**src/rtl/mem_port_arbiter.sv**
```systemverilog
// Arbitrates the single main_memory port between instruction fetch and the LSU,
// sequencing MEM_LAT-cycle accesses and bounding fetch starvation.
module mem_port_arbiter #(
  parameter int MEM_LAT    = 1,
  parameter int STARVE_MAX = 4
) (
  input  logic         clk,
  input  logic         rst,
  input  logic         if_req,
  input  logic [31:0]  if_addr,
  input  logic         if_flush,
  output logic         if_gnt,
  output logic         if_rvalid,
  output logic [127:0] if_rdata,
  input  logic         lsu_req,
  input  logic         lsu_we,
  input  logic [31:0]  lsu_addr,
  input  logic [31:0]  lsu_wdata,
  input  logic [1:0]   lsu_size,
  input  logic         lsu_zero_ext,
  output logic         lsu_gnt,
  output logic         lsu_rvalid,
  output logic [31:0]  lsu_rdata,
  output logic         mem_en,
  output logic         mem_we,
  output logic [31:0]  mem_addr,
  output logic [31:0]  mem_wdata,
  output logic [1:0]   mem_size,
  output logic         mem_zero_ext,
  input  logic [127:0] mem_bundle,
  input  logic [31:0]  mem_rdata,
  output logic         stall_out
);

  localparam int CW = $clog2(MEM_LAT + 1);
  localparam int SW = $clog2(STARVE_MAX + 1);

  typedef enum logic {IDLE, WAIT} state_t;

  state_t          state;
  logic [CW-1:0]   cnt;
  logic [SW-1:0]   starve_cnt;
  logic            own_fetch, own_store, own_flush;
  logic            arb_ok, starve_hit, grant;
  logic            cap, cap_fetch, cap_store, cap_flush;

  // WAIT with cnt==0 is the completion cycle, where a new grant may overlap the rvalid
  assign arb_ok     = rst & ((state == IDLE) | (cnt == '0));
  assign starve_hit = (starve_cnt == SW'(STARVE_MAX));
  assign if_gnt     = arb_ok & if_req & (~lsu_req | starve_hit);
  assign lsu_gnt    = arb_ok & lsu_req & ~if_gnt;
  assign grant      = if_gnt | lsu_gnt;
  assign stall_out  = rst & ((if_req & ~if_gnt) | (lsu_req & ~lsu_gnt));

  assign mem_en       = grant;
  assign mem_we       = lsu_gnt & lsu_we;
  assign mem_addr     = lsu_gnt ? lsu_addr : (if_gnt ? if_addr : 32'h0);
  assign mem_wdata    = lsu_gnt ? lsu_wdata : 32'h0;
  assign mem_size     = lsu_gnt ? lsu_size : 2'b00;
  assign mem_zero_ext = lsu_gnt & lsu_zero_ext;

  // Capture happens in the cycle memory data is valid: the grant cycle itself when MEM_LAT==1
  always_comb begin
    cap       = 1'b0;
    cap_fetch = 1'b0;
    cap_store = 1'b0;
    cap_flush = 1'b0;
    if (MEM_LAT == 1) begin
      cap       = grant;
      cap_fetch = if_gnt;
      cap_store = lsu_gnt & lsu_we;
      cap_flush = if_flush;
    end else begin
      cap       = (state == WAIT) && (cnt == CW'(1));
      cap_fetch = own_fetch;
      cap_store = own_store;
      cap_flush = own_flush | if_flush;
    end
  end

  always_ff @(posedge clk or negedge rst) begin
    if (!rst) begin
      state      <= IDLE;
      cnt        <= '0;
      starve_cnt <= '0;
      own_fetch  <= 1'b0;
      own_store  <= 1'b0;
      own_flush  <= 1'b0;
      if_rvalid  <= 1'b0;
      if_rdata   <= '0;
      lsu_rvalid <= 1'b0;
      lsu_rdata  <= '0;
    end else begin
      if_rvalid  <= cap & cap_fetch & ~cap_flush;
      lsu_rvalid <= cap & ~cap_fetch;
      if (cap & cap_fetch & ~cap_flush) if_rdata <= mem_bundle;
      if (cap & ~cap_fetch & ~cap_store) lsu_rdata <= mem_rdata;

      if (if_req & ~if_gnt) begin
        if (!starve_hit) starve_cnt <= starve_cnt + SW'(1);
      end else begin
        starve_cnt <= '0;
      end

      own_flush <= grant ? if_flush : (own_flush | if_flush);

      if (grant && (MEM_LAT > 1)) begin
        state     <= WAIT;
        cnt       <= CW'(MEM_LAT - 1);
        own_fetch <= if_gnt;
        own_store <= lsu_gnt & lsu_we;
      end else if (state == WAIT) begin
        if (cnt == '0) state <= IDLE;
        else           cnt   <= cnt - CW'(1);
      end
    end
  end

endmodule

```
**config.mk**
```make
export PLATFORM = sky130hd
export DESIGN_NAME = mem_port_arbiter
export DESIGN_NICKNAME = d
export VERILOG_FILES = /design/src/rtl/mem_port_arbiter.sv
export SDC_FILE = /design/constraint.sdc
export NUM_CORES = 1
export LEC_CHECK = 0
export CAP_MARGIN = 20
export CORE_AREA = 2 2 196 198
export DETAILED_ROUTE_END_ITERATION = 6
export DIE_AREA = 0 0 198 200
export SYNTH_ARGS = -nofsm -noshare
export SYNTH_HDL_FRONTEND = slang
export SYNTH_SLANG_ARGS = --single-unit
```
**constraint.sdc**
```tcl
create_clock -name clk -period 3.5 [get_ports clk]
set_clock_uncertainty 0.2 [all_clocks]
set_input_delay 0.7 -clock clk [delete_from_list [all_inputs] [get_ports clk]]
set_output_delay 0.7 -clock clk [all_outputs]
set_load 0.03 [all_outputs]
```
==> flow_summary.yaml, run 1 <==
setup_path:
  required_ns: 2.60
  worstSetupPathType: "flip-flop to output pin"
  cpMaxStageDelayCell: "dfrtp_1"
  path_buf_inv: 3
  cp_max_fo: 36
  cp_slowest_stage_delay_ns: 0.41
  path_cells: "inv_1, ha_1, nand2_1, a21oi_2, buf_12, a22o_1, buf_12"
  crit_path_end_kind: "output pin"
  crit_path_frequent_cell: "buf_12"
  reg2reg_from: "starve_cnt[0]$_DFFE_PN0P_"
  critPathLaunch: "starve_cnt[0]$_DFFE_PN0P_"
  worst_setup_path_start_kind: "flip-flop"
  cp_top_family: "compound AO/OA/AOI/OAI gates"
  worstPathArrival_ns: 2.31
synthesis:
  syn_inst: 441
  netlist_top_cells_count: "dfrtp_1, mux2_1, mux2_2"
  synth_top_area_share_pct: 61.17
  synthArstFlopShare_pct: 100.0
  synth.cell_area_um2: 6750
  ys_types: 23
  seq_area_frac_synth_pct: 61.17
  yosysTopAreaCell: "dfrtp_1"
  synth_most_common_cell: "dfrtp_1"
  syn-num-nets: 708
  ys_ff_latch: 165
  syn_avg_cell_area_um2: 15.31
  yosysWarnings: 0
  synth_edf_count: 0
  yosys-top-cells-area: "dfrtp_1, mux2_1, mux2_2"
  ys.flop_type: "dfrtp_1"
timing:
  whs_ns: 0.1027
  fin_crit_ns: 3.208
  maxSlewHeadroom_pct: 61.50
  worst-slew-pin-transition_ns: 0.5775
  rsz0062_at_grt: "no"
  fmax_mhz: 311.8
  fin_setup_tns_ns: 0
  setup_ws_ns: 0.2924
  maxSlewViolCount: 0
  finalHoldViolCount: 0
  post-route-period-util_pct: 91.65
  setup_viol: 0
finish:
  drive_above_1_share_pct: 18.63
  fillers: 3660
  final_nets: 1215
  syn2layout_area_growth_pct: 97.52
  multi_input_area_um2: 2487
  regArea_um2: 4129
clock_tree:
  cts_buffer_depth: 2
  cts_root_buf: "clkbuf_16"
  cts_setup_buffers: 0
  h-tree-depth: 4
  cts_buffers: 17
  clk_latency_ns: 0.43
  cts.sinks: 165
  postCtsHoldBufs: 0
  cts_tree: "yes"
  ctsResizeCount: 0
  clkTransAtPathRegs_ns: 0.07
floorplan:
  pin_count: 499
  die_w_um: 198
  rows: 71
  dieArea_um2: 39600
  initial_core_util_pct: 18.05
  fp.dieH_um: 200
  core_area_um2: 37400
place:
  post-place-ws_ns: 0.2547
  place_hpwl_um: 25070
  globalplace.congestion: 0.8625
  port-buffer-count: 498
power:
  vdd_drop_max_v: 0.0003253
  power.density_nw_per_um2: 545.3
  power_leakage_uw: 0.005456
routing:
  num_vias: 5700
  drc: 0
  final_antenna_net_count: 0
  firstDrtPassIters: 4
  first_iter_violations: 110
  viasPerCell: 3.870
  wirelength_um: 29970
  wl_per_cell_um: 20.35
hold_path:
  min-delay-path-class: "primary input to asynchronous set/reset pin"
grt:
  grt_start_max_net_pins: 48
  grt_pass1_vias: 6217
  grt_use_total_pct: 14.96
  grt-ovfl-total: 0
  grt_pass1_wl_um: 41390
  antenna_found_initial: 3
run_status:
  outcome: "finished clean"
run:
  drv_cap: 0
## per-stage QoR
step	area (um^2)	cells	power [uW]	utilization [%]
after floorplan	6750	441	3918	-
after global placement	12760	1440	5470	34.13
after detailed placement	12760	1440	5500	34.13
after CTS	13330	1472	7397	35.64
after global routing	13330	1473	7625	35.65
final	13330	1473	7270	35.65
## report_power, final
| group | leakage [uW] | internal, uW | switching, uW | total [uW] |
|---|---|---|---|---|
| clock | 0.000283 | 1010 | 833 | 1840 |
| sequential | 0.00198 | 2330 | 212 | 2550 |
| combinational | 0.00319 | 1370 | 1510 | 2880 |
| total | 0.00546 | 4710 | 2560 | 7270 |
## final timing paths
path                                             endpoint  slack [ns]  cells past startpoint
min in group clk                 if_rdata[38]$_DFFE_PN0P_        0.28                      1
worst max register to register  if_rdata[107]$_DFFE_PN0P_        1.04                      7
worst max-delay path                          mem_addr[3]        0.29                      7
max in group asynchronous       lsu_rdata[14]$_DFFE_PN0P_        2.06                      3
worst min register to register   if_rdata[38]$_DFFE_PN0P_        0.28                      1
worst min-delay path             if_rdata[16]$_DFFE_PN0P_        0.10                      2
## metal layers
layer | wire [um] | track usage [%] | up-vias | part of all wire, %
met4 | 1619 | 9.050 | 0 | 5.4
met3 | 3397 | 7.577 | 49 | 11
met1 | 9339 | 12.82 | 2738 | 31
li1 | - | - | 2582 | -
met2 | 15610 | 27.67 | 331 | 52
met5 | 0 | 0 | - | 0
## state kept, by name, summed over array words and instances (netlist names)
name and flops:
lsu_rdata 32, if_rvalid 1, if_rdata 128, starve_cnt 3, lsu_rvalid 1
## layout make-up
type	count	share of cell area (%)
repair buffers	515	41.26
well taps	511	4.795
clock inverters	14	0.9478
inverters	2	0.05631
flip-flops and latches	165	30.97
diodes	1	0.01877
clock buffers	18	3.294
multi-input cells	247	18.66
## worst register-to-register path, cell delays in order (launching register included)
cell	delay, ns
dfrtp_1	0.41
inv_1	0.08
ha_1	0.31
nand2_1	0.24
a211oi_4	0.32
buf_12	0.18
buf_12	0.23
mux2_1	0.37
## cell usage in the layout, fill, tap and decap left out, drive strengths merged, types with 2 or more instances in the layout
master           n
clkinv           7
clkdlybuf4s50  427
inv              7
and2            36
ha               2
clkbuf          18
dfrtp          165
mux2           160
nor2             2
buf             88
nand2            4
nor3b            2
a22o            32
## cells by family after synthesis
family	after synthesis	share of synthesized area (%)
AOI/OAI and AO/OA	37	4.893
adders and majority gates	2	0.3707
muxes	161	26.84
buffers and inverters	29	2.484
DFF	165	61.17
xor gates and xnor gates	1	0.1298
and+or+nand+nor	46	4.115
No activity file was read; power rests on OpenSTA's default activity.
==> run 2, diff against run 1 <==
--- a/config.mk
+++ b/config.mk
@@ -9,6 +9,7 @@
 export CORE_AREA = 2 2 196 198
 export DETAILED_ROUTE_END_ITERATION = 6
 export DIE_AREA = 0 0 198 200
+export GPL_ROUTABILITY_DRIVEN = 1
 export SYNTH_ARGS = -nofsm -noshare
 export SYNTH_HDL_FRONTEND = slang
 export SYNTH_SLANG_ARGS = --single-unit
==> results of run 2 <==
Final layout, timing and power as in run 1 (identical DEF).
==> run 3, diff against run 2 <==
--- a/config.mk
+++ b/config.mk
@@ -5,11 +5,13 @@
 export SDC_FILE = /design/constraint.sdc
 export NUM_CORES = 1
 export LEC_CHECK = 0
+export ABC_AREA = 0
 export CAP_MARGIN = 20
 export CORE_AREA = 2 2 196 198
 export DETAILED_ROUTE_END_ITERATION = 6
 export DIE_AREA = 0 0 198 200
 export GPL_ROUTABILITY_DRIVEN = 1
+export REMOVE_ABC_BUFFERS = 1
 export SYNTH_ARGS = -nofsm -noshare
 export SYNTH_HDL_FRONTEND = slang
 export SYNTH_SLANG_ARGS = --single-unit
==> run 3 against run 2 <==
Compared with the run above:
- clock-buffer cell count increased by 2
- first-iteration DRC count increased by 120%
- sequential cell count unchanged
- register-to-register slack got worse by 0.17 ns
- design area decreased by 3.0%
- critical path depth unchanged
- utilization decreased by 1.1 points
- die area unchanged
- via count decreased by 1.2%
- hold slack improved by 0.18 ns
- highest routed layer unchanged
==> flow_summary.yaml, run 3 (same netlist as run 1, synthesis figures left out) <==
run_status:
  outcome: "finished clean"
finish:
  final_nets: 1211
  drive_above_1_share_pct: 18.08
  num_antenna_cells: 0
  fillers: 3680
  largest_register_ffs: 128
  largest_registers: "if_rdata x128, lsu_rdata x32, starve_cnt x3"
  regArea_um2: 4129
  final_common_cell: "clkdlybuf4s50_1"
  multi_input_area_um2: 2487
  top_register: "if_rdata"
  mostFrequentLayoutCells: "clkdlybuf4s50_1, dfrtp_1, mux2_1"
  syn2layout_area_growth_pct: 91.62
timing:
  setup_viol: 0
  finalHoldViolCount: 0
  maxSlewHeadroom_pct: 44.61
  fmax_mhz: 297.0
  fin_crit_ns: 3.367
  post-route-period-util_pct: 96.20
  worst-slew-pin-transition_ns: 0.8309
  whs_ns: 0.2831
  rsz0062_at_grt: "no"
  maxSlewViolCount: 0
hold_path:
  worstHoldStart: "if_rdata[103]$_DFFE_PN0P_"
  min-delay-path-class: "flip-flop to flip-flop"
setup_path:
  required_ns: 2.60
  worst_r2r_endpoint: "if_rdata[22]$_DFFE_PN0P_"
  worstSetupPathType: "primary input to output pin"
  r2r_cells: 7
  cp_max_fo: 70
  critPathLaunch: "rst"
  worstPathArrival_ns: 2.47
  crit_path_end_kind: "output pin"
  ff2ff_setup_slack_ns: 0.87
  cp-endpoint: "mem_addr[25]"
  reg2reg_from: "starve_cnt[0]$_DFFE_PN0P_"
  worst_setup_path_start_kind: "primary input"
floorplan:
  pin_count: 499
  initial_core_util_pct: 18.05
  dieArea_um2: 39600
  fp.dieH_um: 200
  core_area_um2: 37400
  rows: 71
  die_w_um: 198
clock_tree:
  clk_latency_ns: 0.43
  cts_tree: "yes"
  cts_buffer_depth: 2
  clkTransAtPathRegs_ns: 0.07
  cts.sinks: 165
  cts_setup_buffers: 0
  h-tree-depth: 4
  cts_root_buf: "clkbuf_16"
  postCtsHoldBufs: 1
  ctsResizeCount: 0
  cts_buffers: 17
power:
  vdd_drop_max_v: 0.0004279
  switching_share_pct: 34.24
  p_int_uw: 4750
  power_leakage_uw: 0.005348
  total_power_uw: 7222
  power.switching_uw: 2473
  power.density_nw_per_um2: 558.4
  seq_power_share_pct: 35.2
  p_clk_share_pct: 26.1
  combinationalPowerShare_pct: 38.7
grt:
  grt_use_total_pct: 12.00
  antenna_found_initial: 0
  grt_pass1_wl_um: 34980
  grt_start_max_net_pins: 71
  grt_pass1_vias: 5665
  grt-ovfl-total: 0
routing:
  firstDrtPassIters: 4
  dr_wl_met3_um: 1906
  met1_length_um: 10970
  wl_per_cell_um: 17.11
  final_antenna_net_count: 0
  num_vias: 5631
  top_layer: "met4"
  viasPerCell: 3.836
  drc: 0
  wirelength_um: 25120
  dr_wl_met2_um: 12000
  first_iter_violations: 247
place:
  place_hpwl_um: 19730
  port-buffer-count: 498
  globalplace.congestion: 0.7505
run:
  drv_cap: 0
-- run 3: how the worst min path moves through the flow --
stage	slack [ns]	endpoint	depth (start not counted)
2_1_floorplan	0.20	if_rdata[0]$_DFFE_PN0P_	0
3_3_place_gp	0.27	if_rdata[41]$_DFFE_PN0P_	1
3_5_place_dp	0.27	if_rdata[56]$_DFFE_PN0P_	1
4_1_cts	0.29	if_rdata[118]$_DFFE_PN0P_	1
5_1_grt	0.30	if_rdata[103]$_DFFE_PN0P_	1
6_report	0.28	if_rdata[103]$_DFFE_PN0P_	1
-- run 3: area by class of cell --
type,instances,share of cell area [%]
clock inverters,12,0.9963
clock buffers,20,3.531
repair buffers,511,39.32
inverters,2,0.05804
well taps,511,4.943
multi-input cells,247,19.23
flip-flops and latches,165,31.92
-- run 3: per-stage QoR --
step / cell area [um^2] / cells / utilization, % / setup WS [ns] / setup TNS (ns)
detailed placement: 12340 / 1435 / 32.99 / 0.1956 / 0
global placement: 12340 / 1435 / 32.99 / 0.2581 / 0
finish: 12930 / 1468 / 34.59 / 0.1329 / 0
CTS: 12930 / 1468 / 34.59 / 0.09058 / 0
floorplan: 6590 / 414 / - / -3.697 / -540.40
global route: 12930 / 1468 / 34.59 / 0.01497 / 0
-- run 3: per-layer routing --
layer / vias up / global-route usage (%)
met5: - / 0
met4: 0 / 3.676
met2: 246 / 18.43
li1: 2589 / -
met3: 10 / 3.965
met1: 2786 / 16.02
-- run 3: critical path: stages --
cell and delay [ns]:
dlygate4sd3_1 0.60, buf_6 0.15, nand2_1 0.13, a31oi_4 0.20, buf_12 0.28, a22o_1 0.25
buf_12 0.13
-- run 3: power by group through the flow --
stage / combinational, uW / sequential (uW) / clock [uW]
6_report: 2790 / 2540 / 1880
3_3_place_gp: 2810 / 2560 / 0
2_1_floorplan: 491 / 3430 / 0
4_1_cts: 2830 / 2550 / 1980
5_1_grt: 2920 / 2600 / 2050
3_5_place_dp: 2820 / 2580 / 0
